**src/rtl/fpnew_i2fcast_iter.sv**
```systemverilog
// Iterative integer-to-float cast: normalizes ShiftStep bits per cycle, then rounds once.
// Carries a minimal fpnew_pkg subset so the unit elaborates on its own.

package fpnew_pkg;
    typedef enum logic [2:0] {
        FP32 = 3'd0, FP64 = 3'd1, FP16 = 3'd2, FP8 = 3'd3, FP16ALT = 3'd4
    } fp_format_e;
    typedef enum logic [1:0] {INT8 = 2'd0, INT16 = 2'd1, INT32 = 2'd2, INT64 = 2'd3} int_format_e;
    typedef enum logic [2:0] {RNE = 3'd0, RTZ = 3'd1, RDN = 3'd2, RUP = 3'd3, RMM = 3'd4} roundmode_e;
    localparam int unsigned NUM_INT_FORMATS = 4;
    typedef logic [NUM_INT_FORMATS-1:0] ifmt_logic_t;

    function automatic int unsigned exp_bits(fp_format_e fmt);
        case (fmt)
            FP64:          return 11;
            FP16, FP8:     return 5;
            default:       return 8;
        endcase
    endfunction

    function automatic int unsigned man_bits(fp_format_e fmt);
        case (fmt)
            FP64:    return 52;
            FP16:    return 10;
            FP8:     return 2;
            FP16ALT: return 7;
            default: return 23;
        endcase
    endfunction

    function automatic int unsigned fp_width(fp_format_e fmt);
        return 1 + exp_bits(fmt) + man_bits(fmt);
    endfunction

    function automatic int unsigned int_width(int_format_e ifmt);
        return 8 << ifmt;
    endfunction

    // Formats are ordered by width, so the last enabled one is the widest.
    function automatic int_format_e widest_int_fmt(ifmt_logic_t cfg);
        int_format_e res = INT8;
        for (int unsigned i = 0; i < NUM_INT_FORMATS; i++) begin
            if (cfg[i]) res = int_format_e'(i);
        end
        return res;
    endfunction

    function automatic int unsigned max_int_width(ifmt_logic_t cfg);
        return int_width(widest_int_fmt(cfg));
    endfunction
endpackage

module fpnew_i2fcast_iter #(
    parameter fpnew_pkg::fp_format_e  DstFpFormat  = fpnew_pkg::FP32,
    parameter fpnew_pkg::ifmt_logic_t IntFmtConfig = '1,
    parameter int unsigned            ShiftStep    = 4,
    parameter type                    TagType      = logic,
    localparam int unsigned SRC_WIDTH = fpnew_pkg::max_int_width(IntFmtConfig),
    localparam int unsigned DST_WIDTH = fpnew_pkg::fp_width(DstFpFormat)
) (
    input  logic                 clk_i,
    input  logic                 rst_i,
    input  logic [SRC_WIDTH-1:0] operand_i,
    input  logic [2:0]           rnd_mode_i,
    input  logic                 op_mod_i,
    input  logic [1:0]           int_fmt_i,
    input  TagType               tag_i,
    input  logic                 in_valid_i,
    output logic                 in_ready_o,
    input  logic                 flush_i,
    output logic [DST_WIDTH-1:0] result_o,
    output logic [4:0]           status_o,
    output logic                 extension_bit_o,
    output TagType               tag_o,
    output logic                 out_valid_o,
    input  logic                 out_ready_i,
    output logic                 busy_o
);
    localparam int unsigned DST_EXP_BITS = fpnew_pkg::exp_bits(DstFpFormat);
    localparam int unsigned DST_MAN_BITS = fpnew_pkg::man_bits(DstFpFormat);
    localparam int unsigned DST_BIAS     = (1 << (DST_EXP_BITS - 1)) - 1;
    localparam int unsigned EW           = $clog2(SRC_WIDTH) + 1;
    localparam int unsigned EXPW         = ((EW > DST_EXP_BITS) ? EW : DST_EXP_BITS) + 2;
    localparam int unsigned EXTW         = SRC_WIDTH - 1 + DST_MAN_BITS + 2;
    localparam fpnew_pkg::int_format_e WIDEST_FMT = fpnew_pkg::widest_int_fmt(IntFmtConfig);
    localparam logic [EXPW-1:0] EXP_INF  = EXPW'((1 << DST_EXP_BITS) - 1);

    if (ShiftStep < 1 || ShiftStep > SRC_WIDTH || (ShiftStep & (ShiftStep - 1)) != 0) begin : gen_bad_step
        $error("ShiftStep must be a power of two between 1 and SRC_WIDTH");
    end

    typedef enum logic [1:0] {StIdle, StNorm, StRound, StDone} state_e;

    state_e               state_q;
    logic [SRC_WIDTH-1:0] mag_q;
    logic [EW-1:0]        e_q;
    logic                 sign_q;
    logic [2:0]           rnd_q;
    TagType               tag_q;
    logic [DST_WIDTH-1:0] result_q;
    logic [4:0]           status_q;

    // Operand preparation
    fpnew_pkg::int_format_e fmt_sel;
    int unsigned            fmt_w;
    logic [SRC_WIDTH-1:0]   low_mask, ext_val, in_mag;
    logic                   msb_in, in_sign;

    always_comb begin
        fmt_sel = IntFmtConfig[int_fmt_i] ? fpnew_pkg::int_format_e'(int_fmt_i) : WIDEST_FMT;
        fmt_w   = fpnew_pkg::int_width(fmt_sel);
        low_mask = '0;
        for (int unsigned i = 0; i < SRC_WIDTH; i++) begin
            low_mask[i] = (i < fmt_w);
        end
        // Top bit of the mask selects the format's sign bit.
        msb_in  = |(operand_i & (low_mask ^ (low_mask >> 1)));
        ext_val = (operand_i & low_mask) | (~low_mask & {SRC_WIDTH{msb_in & ~op_mod_i}});
        in_sign = ext_val[SRC_WIDTH-1] & ~op_mod_i;
        in_mag  = in_sign ? -ext_val : ext_val;
    end

    // One normalization step
    logic [ShiftStep-1:0] top_bits;
    logic                 top_zero, found;
    logic [EW-1:0]        lz_top, e_norm;
    logic [SRC_WIDTH-1:0] mag_norm;

    always_comb begin
        top_bits = mag_q[SRC_WIDTH-1 -: ShiftStep];
        top_zero = ~|top_bits;
        lz_top   = '0;
        found    = 1'b0;
        for (int unsigned i = 0; i < ShiftStep; i++) begin
            if (!found && top_bits[ShiftStep-1-i]) begin
                lz_top = EW'(i);
                found  = 1'b1;
            end
        end
        mag_norm = top_zero ? (mag_q << ShiftStep) : (mag_q << lz_top);
        e_norm   = e_q - (top_zero ? EW'(ShiftStep) : lz_top);
    end

    // Rounding and overflow saturation
    logic [EXTW-1:0]         ext_man;
    logic [DST_MAN_BITS-1:0] man_pre;
    logic [DST_MAN_BITS:0]   man_rnd;
    logic                    rnd_bit, sticky, round_up, ovf, use_inf;
    logic [EXPW-1:0]         exp_pre, exp_post;
    logic [DST_WIDTH-1:0]    res_norm, res_sat;

    always_comb begin
        // The leading one is implicit; bits past the operand are zero-padded.
        ext_man = {mag_q[SRC_WIDTH-2:0], {(DST_MAN_BITS + 2){1'b0}}};
        man_pre = ext_man[EXTW-1 -: DST_MAN_BITS];
        rnd_bit = ext_man[EXTW-1-DST_MAN_BITS];
        sticky  = |ext_man[EXTW-2-DST_MAN_BITS:0];
        case (rnd_q)
            fpnew_pkg::RTZ: begin round_up = 1'b0;                         use_inf = 1'b0;    end
            fpnew_pkg::RDN: begin round_up = sign_q & (rnd_bit | sticky);  use_inf = sign_q;  end
            fpnew_pkg::RUP: begin round_up = ~sign_q & (rnd_bit | sticky); use_inf = ~sign_q; end
            fpnew_pkg::RMM: begin round_up = rnd_bit;                      use_inf = 1'b1;    end
            default:        begin round_up = rnd_bit & (sticky | man_pre[0]); use_inf = 1'b1; end
        endcase
        man_rnd  = {1'b0, man_pre} + {{DST_MAN_BITS{1'b0}}, round_up};
        exp_pre  = EXPW'(e_q) + EXPW'(DST_BIAS);
        exp_post = exp_pre + {{(EXPW - 1){1'b0}}, man_rnd[DST_MAN_BITS]};
        ovf      = (exp_post >= EXP_INF);
        res_norm = {sign_q, exp_post[DST_EXP_BITS-1:0], man_rnd[DST_MAN_BITS-1:0]};
        res_sat  = use_inf ? {sign_q, {DST_EXP_BITS{1'b1}}, {DST_MAN_BITS{1'b0}}}
                           : {sign_q, {(DST_EXP_BITS - 1){1'b1}}, 1'b0, {DST_MAN_BITS{1'b1}}};
    end

    always_ff @(posedge clk_i) begin
        if (rst_i) begin
            state_q  <= StIdle;
            mag_q    <= '0;
            e_q      <= '0;
            sign_q   <= 1'b0;
            rnd_q    <= '0;
            tag_q    <= '0;
            result_q <= '0;
            status_q <= '0;
        end else if (flush_i) begin
            state_q <= StIdle;
        end else begin
            unique case (state_q)
                StIdle: begin
                    if (in_valid_i) begin
                        mag_q  <= in_mag;
                        sign_q <= in_sign;
                        e_q    <= EW'(SRC_WIDTH - 1);
                        rnd_q  <= rnd_mode_i;
                        tag_q  <= tag_i;
                        if (in_mag == '0) begin
                            result_q <= '0;
                            status_q <= '0;
                            state_q  <= StDone;
                        end else begin
                            state_q <= StNorm;
                        end
                    end
                end
                StNorm: begin
                    mag_q <= mag_norm;
                    e_q   <= e_norm;
                    if (!top_zero) state_q <= StRound;
                end
                StRound: begin
                    result_q <= ovf ? res_sat : res_norm;
                    status_q <= {2'b00, ovf, 1'b0, ovf | rnd_bit | sticky};
                    state_q  <= StDone;
                end
                StDone: begin
                    if (out_ready_i) state_q <= StIdle;
                end
                default: state_q <= StIdle;
            endcase
        end
    end

    assign in_ready_o      = (state_q == StIdle);
    assign busy_o          = (state_q != StIdle);
    assign out_valid_o     = (state_q == StDone);
    assign result_o        = result_q;
    assign status_o        = status_q;
    assign tag_o           = tag_q;
    assign extension_bit_o = 1'b1;
endmodule

```
**config.mk**
```make
export PLATFORM = sky130hd
export DESIGN_NAME = fpnew_i2fcast_iter
export DESIGN_NICKNAME = d
export VERILOG_FILES = /design/src/rtl/fpnew_i2fcast_iter.sv
export SDC_FILE = /design/constraint.sdc
export NUM_CORES = 1
export LEC_CHECK = 0
export CELL_PAD_IN_SITES_DETAIL_PLACEMENT = 1
export CELL_PAD_IN_SITES_GLOBAL_PLACEMENT = 1
export CORE_MARGIN = 2
export CORE_UTILIZATION = 42
export CTS_CLUSTER_SIZE = 24
export DETAILED_ROUTE_END_ITERATION = 7
export PLACE_DENSITY_LB_ADDON = 0.1
export SYNTH_ARGS = -nofsm -noshare
export SYNTH_HDL_FRONTEND = slang
export SYNTH_SLANG_ARGS = --single-unit
export TNS_END_PERCENT = 10
```
**constraint.sdc**
```tcl
create_clock -name clk_i -period 5.85 [get_ports clk_i]
set_input_delay 0.8775 -clock clk_i [delete_from_list [all_inputs] [get_ports clk_i]]
set_output_delay 0.8775 -clock clk_i [all_outputs]
set_load 0.01 [all_outputs]
```
# Yosys cells after proc, flatten, opt, wreduce, memory -nomap -nowiden
# Index checks and enable logic that the tools add are counted.
dict set report classes {
  n_shift 2
  n_lt_le_gt_ge 66
  n_reduce_logical 19
  add_sub_neg 5
  mux 31
  n_eq_ne 11
  bitwise_logic 18
}
# op count
set ops {}
lappend ops {{6-bit by 32-bit less-than comparator with 1-bit output, first input constant} 32}
lappend ops {{5-bit by 32-bit less-than comparator with 1-bit output, first input constant} 16}
lappend ops {{4-bit by 32-bit less-than comparator with 1-bit output, first input constant} 8}
lappend ops {{64-bit bitwise AND} 3}
lappend ops {{64-bit two-way mux} 3}
lappend ops {{3-bit by 32-bit less-than comparator with 1-bit output, first input constant} 4}
lappend ops {{64-bit one-hot mux with 2 select lines} 1}
lappend ops {{64-bit zero test} 1}
lappend ops {{1-bit by 32-bit less-than comparator with 1-bit output, first input constant} 2}
lappend ops {{2-bit by 32-bit less-than comparator with 1-bit output, first input constant} 2}
lappend ops {{32-bit two-way mux} 2}
lappend ops {{64-bit negation} 1}
lappend ops {{64-bit inverter} 1}
lappend ops {{64-bit bitwise OR} 1}
lappend ops {{32-bit one-hot mux with 2 select lines} 1}
lappend ops {{64-bit OR reduction} 1}
lappend ops {{64-bit by 7-bit left shift with 64-bit output} 1}
lappend ops {{64-bit by 63-bit bitwise XOR with 64-bit output} 1}
lappend ops {{39-bit OR reduction} 1}
lappend ops {{4-bit by 2-bit left shift with 32-bit output, first input constant} 1}
lappend ops {{31-bit two-way mux} 1}
lappend ops {{7-bit two-way mux} 4}
lappend ops {{23-bit by 1-bit adder with 24-bit output} 1}
lappend ops {{24-bit two-way mux} 1}
lappend ops {{other kinds (32)} 62}
dict set report totals {
  output_inout_bits 42
  wordCells 160
  ff_bits 115
  in_bits 76
}

# Depth between registers and ports, before layout
# Gate-level depths: netlist of the first run.
dict set report logic_depth {
  ltp_word 17
  ltp_mapped 23
  depth_no_buf 21
}

# Worst setup path before layout of the first run
# No wires, ideal clock.
dict set report synth_path {
  kind {register to register}
  from {register mag_q[29]}
  to {register result_q[2], in the netlist result_o[2]}
  setup_ns 0.123
  t_required_ns 5.727
  stages_incl_launch_ff 23
  path_slack_ns 0.565
  arrival_ns 5.161
  cell_sequence {dfxtp_1 nor4_1 nand4_1 or4_1 maj3_1 a21oi_1 nor2_1 ha_1 nand3_1 nor2_1 and3_1 clkbuf_1 and3_1 nand3_1 ha_1 nand3_1 or2_2 a2111oi_0 inv_1 o211a_1 clkbuf_1 o21ai_0 mux2i_1}
}
dict set report synth_via {
  elab_chain_len 9
  word_cells_on_any_way 12
  classes_between {2 x add/sub; 1 x order compare; 3 x mux; 5 x bitwise; 1 x reduce/logical}
}
# item line_no
set synth_lines {}
lappend synth_lines {{start, declared} 95} ;# logic [SRC_WIDTH-1:0] mag_q;
lappend synth_lines {{start signal, assigned} 190} ;# mag_q <= in_mag;
lappend synth_lines {{start signal, assigned} 205} ;# mag_q <= mag_norm;
lappend synth_lines {{39-bit OR reduction *} 157} ;# sticky = |ext_man[EXTW-2-DST_MAN_BITS:0];
lappend synth_lines {{1-bit bitwise OR, on equally long branches} {163, 160, 161}}
lappend synth_lines {{1-bit bitwise AND, on equally long branches} {163, 160, 161}}
lappend synth_lines {{1-bit one-hot mux with 4 select lines *} 158} ;# case (rnd_q)
lappend synth_lines {{23-bit by 1-bit adder with 24-bit output *} 165} ;# man_rnd = {1'b0, man_pre} + {{DST_MAN_BITS{1'b0}}, round_up};
lappend synth_lines {{8-bit by 1-bit adder with 9-bit output} 167} ;# exp_post = exp_pre + {{(EXPW - 1){1'b0}}, man_rnd[DST_MAN_BITS]};
lappend synth_lines {{9-bit by 8-bit >= comparator with 1-bit output} 168} ;# ovf = (exp_post >= EXP_INF);
lappend synth_lines {{31-bit two-way mux *} 210} ;# result_q <= ovf ? res_sat : res_norm;
lappend synth_lines {{32-bit one-hot mux with 2 select lines *} 187} ;# unique case (state_q)
lappend synth_lines {{end signal, assigned} 210}
lappend synth_lines {{end, declared} 100} ;# logic [DST_WIDTH-1:0] result_q;
# Every way passes the cells marked *; elsewhere a longest branch is shown, timed or not.
# A chain may end at the register's enable or synchronous reset.

# Final worst setup path of the first run
dict set report layout_path {
  from {input operand_i[1]}
  to {register result_q[11], in the netlist result_o[11]}
}
dict set report layout_via {
  elab_chain_len 10
  word_cells_on_any_way 12
  classes_between {1 x add/sub; 1 x eq/ne; 1 x mux; 6 x bitwise; 3 x reduce/logical}
}
# item line_no
set layout_lines {}
lappend layout_lines {{start, declared} 63} ;# input logic [SRC_WIDTH-1:0] operand_i,
lappend layout_lines {{64-bit bitwise AND} 117} ;# msb_in = |(operand_i & (low_mask ^ (low_mask >> 1)));
lappend layout_lines {{64-bit OR reduction} 117}
lappend layout_lines {{1-bit bitwise AND} 118} ;# ext_val = (operand_i & low_mask) | (~low_mask & {SRC_WIDTH{msb_in & ~op_mod_i}});
lappend layout_lines {{64-bit bitwise AND} 118}
lappend layout_lines {{64-bit bitwise OR *} 118}
lappend layout_lines {{64-bit negation / 1-bit bitwise AND (equally long branches)} {120, 119}}
lappend layout_lines {{64-bit two-way mux *} 120} ;# in_mag = in_sign ? -ext_val : ext_val;
lappend layout_lines {{64-bit zero test *} 195} ;# if (in_mag == '0) begin
lappend layout_lines {{2-bit by 1-bit inequality test with 1-bit output (no source line) *} n/a}
lappend layout_lines {{4-bit AND reduction (no source line) *} n/a}
# Marked as above.

==> flow_summary.toml, run 1 <==
[clock_tree]
clk_pin_slew_ns = 0.08
root_buffer = "clkbuf_16"
cts.sinks = 112
cts_setup_buffers = 0
cts_tree = "yes"
clock_latency_ns = 0.37
cts_made_buffers = 9
cts_buffer_depth = 2
htree_levels = 3
cts_resized = 0
cts_hold_buf = 0

[critical_path]
start_kind = "input port"
cp.arrival_ns = 5.82
crit_type = "input port to flip-flop"
required_ns = 6.14
path_max_fanout = 34
crit_path_end_kind = "flip-flop"

[yosys]
synth.most_common_cell = "nand2_1"
yosysSeqAreaShare_pct = 20.34
netlist_area_sq_mm = 0.01102
synth_edf_count = 0
synth_area_leaders = "dfxtp_1 20%, nand2_1 8.4%, mux2i_1 7.4%"
netlist_top_cells_count = "248 x nand2_1, 135 x nor2_1, 123 x clkbuf_1, 112 x dfxtp_1, 98 x a21oi_1"
synth_cell_type_count = 91
avgSynthCellArea_sq_um = 6.959
synth_seq_cells = 112
synth_top_area_share_pct = 20.34
async_flop_share_pct = 0
synth_ff_type = "dfxtp_1"
ys_warn_count = 0
synthesis.instances = 1584
synth_top_cell_by_area = "dfxtp_1"

[status]
status = "finished with violations"
violations = "DRC"

[route]
finalWirelength_um = 45390
drt-initial-drc-count = 1502
met2_length_um = 20750
route.detailed.drc = 13
num_vias = 12800
wl_met1_um = 20410
wire_per_inst_um = 23.17
via_per_inst = 6.532
firstDrtPassIters = 8
top_layer = "met4"
wl_met3_um = 2861
final_antenna_net_count = 0

[floorplan]
die_y_um = 166.0
die_area_sq_mm = 0.02756
die_x_um = 166.0
start_util_pct = 42.54
core_sq_mm = 0.02591
num_rows = 59
io_pins = 118

[global_route]
grt_pass1_vias = 12320
grt_max_degree = 64
grt_use_total_pct = 32.19
globalRouteOverflowTotal = 0
grt_pass1_wl_um = 72040
antenna_found_initial = 0

[layout]
layout.nets = 1708
antenna_cells = 0
drive_gt1_share_pct = 7.328
syn2layout_area_growth_pct = 15.49

[sta]
finalHoldViolations = 0
fin_crit_sh_pct = 94.47
slew_viol_final = 0
relSlewSlack_pct = 31.88
finalSetupTns_ns = 0
fin_skew_ns = 0.01567
worst_pin_slew_ns = 1.016
fin_crit_ns = 5.527
whs_ns = 0.4611
finalSetupViolCount = 0
clock.fmax_mhz = 180.9
rsz0062_at_grt = "false"

[power_and_ir_drop]
ir_drop_mv = 0.2183
power_mw = 2.583
p_per_area_mw_per_mm2 = 202.9
total_leakage_power_nw = 4.480

[run]
drv_cap = 0

[placed_design]
gp_congestion = 0.9724
dp_hpwl_um = 34290
portBuffers = 113

[worst_hold_path]
min_path_type = "flip-flop to flip-flop"
[metrics by stage]
| stage | util, % | instances | worst slack, ns | instance area, sq um |
|---|---|---|---|---|
| 5_1_grt | 49.13 | 1959 | 0.06006 | 12730 |
| 3_3_place_gp | 47.98 | 1943 | 0.3498 | 12430 |
| 2_1_floorplan | - | 1586 | 0.5655 | 11030 |
| 3_5_place_dp | 47.98 | 1943 | 0.1239 | 12430 |
| 4_1_cts | 49.13 | 1959 | 0.3833 | 12730 |
| 6_report | 49.13 | 1959 | 0.3234 | 12730 |
[final cells by class]
type                            instances  area [sq um]
Clock buffer                            9         225.2
Tap cell                              335         419.2
Clock inverter                          7         72.57
Timing Repair Buffer                  177          1614
Multi-Input combinational cell       1278          8004
Inverter                               41         153.9
Sequential cell                       112          2242
Fill cell                            3348         13180
[cells by family after synthesis]
group | share of synthesized area, %
buffers and inverters | 7.503
xor gates and xnor gates | 6.356
muxes | 7.753
other | 0.06813
AOI/OAI and AO/OA | 27.22
and+or+nand+nor | 29.13
DFF | 20.34
adders and majority gates | 1.634
[report_power, final]
part	switching (mW)	internal, mW	total [mW]
sequential	0.0948	0.811	0.906
clock	0.333	0.304	0.637
combinational	0.659	0.382	1.04
[cells in the final DEF (no fill, tap or decap), types with 8 or more instances in the layout]
cell / netlist / layout
nand2_1: 248 / 247
ha_1: 12 / 11
o21ai_0: 81 / 81
dfxtp_1: 112 / 112
or3_1: 11 / 11
a31oi_1: 19 / 19
nor2_1: 135 / 133
nand3_1: 53 / 53
and3_1: 15 / 15
and2_1: 8 / 8
o32ai_1: 13 / 13
xnor2_1: 52 / 52
clkbuf_16: 0 / 9
xor2_1: 28 / 28
clkdlybuf4s50_1: 0 / 111
nor3_1: 54 / 54
a222oi_1: 31 / 31
inv_1: 36 / 36
a221oi_1: 15 / 15
a21oi_1: 98 / 98
mux2i_1: 82 / 82
nand2b_1: 12 / 12
o211ai_1: 40 / 40
nand4_1: 33 / 33
nor4_1: 28 / 27
a211oi_1: 20 / 20
buf_4: 4 / 63
or4_1: 9 / 9
o31ai_1: 13 / 13
[flip-flops by register name, indices dropped and copies added (netlist names)]
register / count
result_o: 32
e_q: 7
state_q: 2
sign_q: 1
status_o: 2
rnd_q: 3
mag_q: 64
tag_o: 1
[layer usage]
metal,track usage [%],vias up
met2,52.57,556
met1,44.74,6242
met3,3.194,81
met4,10.21,0
li1,-,5917
met5,0,-
[critical path: stages]
cell	delay [ns]
clkdlybuf4s50_1	0.49
inv_1	0.13
ha_1	0.26
nor3b_1	0.56
nand2b_1	0.24
buf_4	0.22
a2111oi_0	0.57
buf_4	0.26
a21o_1	0.13
xor2_1	0.17
a2111oi_0	0.46
and4_1	0.29
nand4_1	0.12
o21ai_1	0.30
o211a_1	0.26
buf_12	0.24
mux2i_1	0.21
[final timing paths]
check / startpoint / end / slack, ns / cells after the start
setup / recovery: operand_i[1] / result_o[11] / 0.32 / 17
hold / removal: result_o[17] / result_o[17] / 0.46 / 2
setup reg to reg: mag_q[35] / result_o[18] / 0.42 / 21
hold reg to reg: result_o[17] / result_o[17] / 0.46 / 2
(Power assumes the default switching activity.)
==> run 2, diff against run 1 <==
CORE_MARGIN = 4   (was 2)
==> run 2 against run 1 <==
Effect of this change: the run now ends clean; critical endpoint is now result_o[18]; sequential power barely moved; highest routed layer unchanged; sequential cell count unchanged; first-iteration DRC count shrank 3.5%.
==> flow_summary.toml, run 2 (synthesized netlist as in run 1, its figures left out) <==
[layout]
drive_gt1_share_pct = 7.209
most-common-layout-cells = "247 x nand2_1, 133 x nor2_1, 112 x dfxtp_1"
seq_area_sq_mm = 0.002242
regMostFlops = "mag_q"
layout.nets = 1707
antenna_cells = 0
final_common_cell = "nand2_1"
post-route-cell-area_sq_mm = 0.01275
multi_input_area_sq_mm = 0.008004
nFillCells = 3304
largest_register_ffs = 64
syn2layout_area_growth_pct = 15.64

[placed_design]
dpl_cell_area_sq_mm = 0.01244
gp_congestion = 0.9911
dp_hpwl_um = 34720
portBuffers = 113

[route]
num_vias = 12680
final_antenna_net_count = 0
via_per_inst = 6.475
firstDrtPassIters = 6
met2_length_um = 21100
drt-initial-drc-count = 1449
route.detailed.drc = 0
wl_met3_um = 2959
finalWirelength_um = 46040
top_layer = "met4"
wire_per_inst_um = 23.51
wl_met1_um = 20200

[global_route]
grt_pass1_vias = 12560
grt_use_total_pct = 30.80
grt_max_degree = 62
grt_pass1_wl_um = 72090
globalRouteOverflowTotal = 0
antenna_found_initial = 0

[clock_tree]
clock_latency_ns = 0.37
cts_hold_buf = 0
cts_setup_buffers = 0
clk_pin_slew_ns = 0.08
cts_made_buffers = 9
htree_levels = 3
cts_resized = 0
cts.sinks = 112
cts_buffer_depth = 2
cts_tree = "yes"
root_buffer = "clkbuf_16"

[floorplan]
core_sq_mm = 0.02591
die_y_um = 170.0
num_rows = 59
die_x_um = 170.0
die_area_sq_mm = 0.02890
io_pins = 118
start_util_pct = 42.54

[critical_path]
required_ns = 6.09
path_max_fanout = 23
cp.arrival_ns = 5.80
crit_path_end_kind = "flip-flop"
crit_type = "flip-flop to flip-flop"
start_kind = "flip-flop"

[run]
drv_cap = 0

[sta]
rsz0062_at_grt = "false"
fin_crit_sh_pct = 95.10
worst_pin_slew_ns = 0.9911
finalSetupTns_ns = 0
finalSetupViolCount = 0
whs_ns = 0.4563
relSlewSlack_pct = 33.52
finalHoldViolations = 0
slew_viol_final = 0
fin_skew_ns = 0.01189
clock.fmax_mhz = 179.8
fin_crit_ns = 5.563

[worst_hold_path]
min_path_type = "flip-flop to flip-flop"

[power_and_ir_drop]
total_leakage_power_nw = 4.500
power_mw = 2.615
ir_drop_mv = 0.1265
p_per_area_mw_per_mm2 = 205.1

[status]
status = "complete, no violations"
-- run 2: cell count changes in the layout (fill, tap and decap cells not counted) --
cell / delta
buf_4: -2
buf_12: +1
bufinv_16: +1
clkinv_2: +1
clkinv_4: -1
clkinv_8: -1
clkinvlp_4: -1
inv_6: +1
o211a_1: +1
o211a_2: -1
-- run 2: stage by stage --
stage               util, %  setup slack (ns)  std cells
floorplan                 -            0.5655       1586
global placement      48.00            0.2236       1942
detailed placement    48.00            0.2136       1942
CTS                   49.20            0.2633       1958
global route          49.20          0.001847       1958
finish                49.20            0.2868       1958
-- run 2: path summary, 6_finish.rpt --
path / start / endpoint / slack [ns] / cells after the start
worst min register to register: result_o[9] / result_o[9] / 0.46 / 2
worst max-delay path: mag_q[29] / result_o[18] / 0.29 / 21
worst min-delay path: result_o[9] / result_o[9] / 0.46 / 2
worst max register to register: mag_q[29] / result_o[18] / 0.29 / 21
-- run 2: final cells by class --
| cell class | instances | area share (%) |
|---|---|---|
| Clock inverter | 7 | 0.6576 |
| Inverter | 41 | 1.207 |
| Timing Repair Buffer | 176 | 12.70 |
| Multi-Input combinational cell | 1278 | 62.79 |
| Tap cell | 335 | 3.288 |
| Clock buffer | 9 | 1.767 |
| Sequential cell | 112 | 17.59 |
-- run 2: critical path, cell delays in order, from the launching register on --
cell and delay (ns):
dfxtp_1 0.39, nor4_1 0.32, buf_4 0.19, nand4_1 0.13
or4_1 0.57, maj3_1 0.37, a21oi_1 0.15, nor2_1 0.07
ha_1 0.28, nand3_1 0.17, nor2_1 0.10, and3_1 0.28
and3_1 0.23, nand3_1 0.13, ha_1 0.26, nand3_1 0.14
or2_2 0.31, a2111oi_2 0.45, inv_1 0.12, o211a_1 0.47
o21ai_0 0.21, mux2i_1 0.11
-- run 2: metal layers --
layer,track usage (%),vias up
li1,-,5908
met1,42.11,6106
met2,50.91,563
met3,2.625,102
met4,11.15,0
met5,0,-
-- run 2: where the power goes --
part           switching, mW  internal, mW
clock network          0.324         0.343
logic                  0.657         0.384
registers             0.0948         0.811
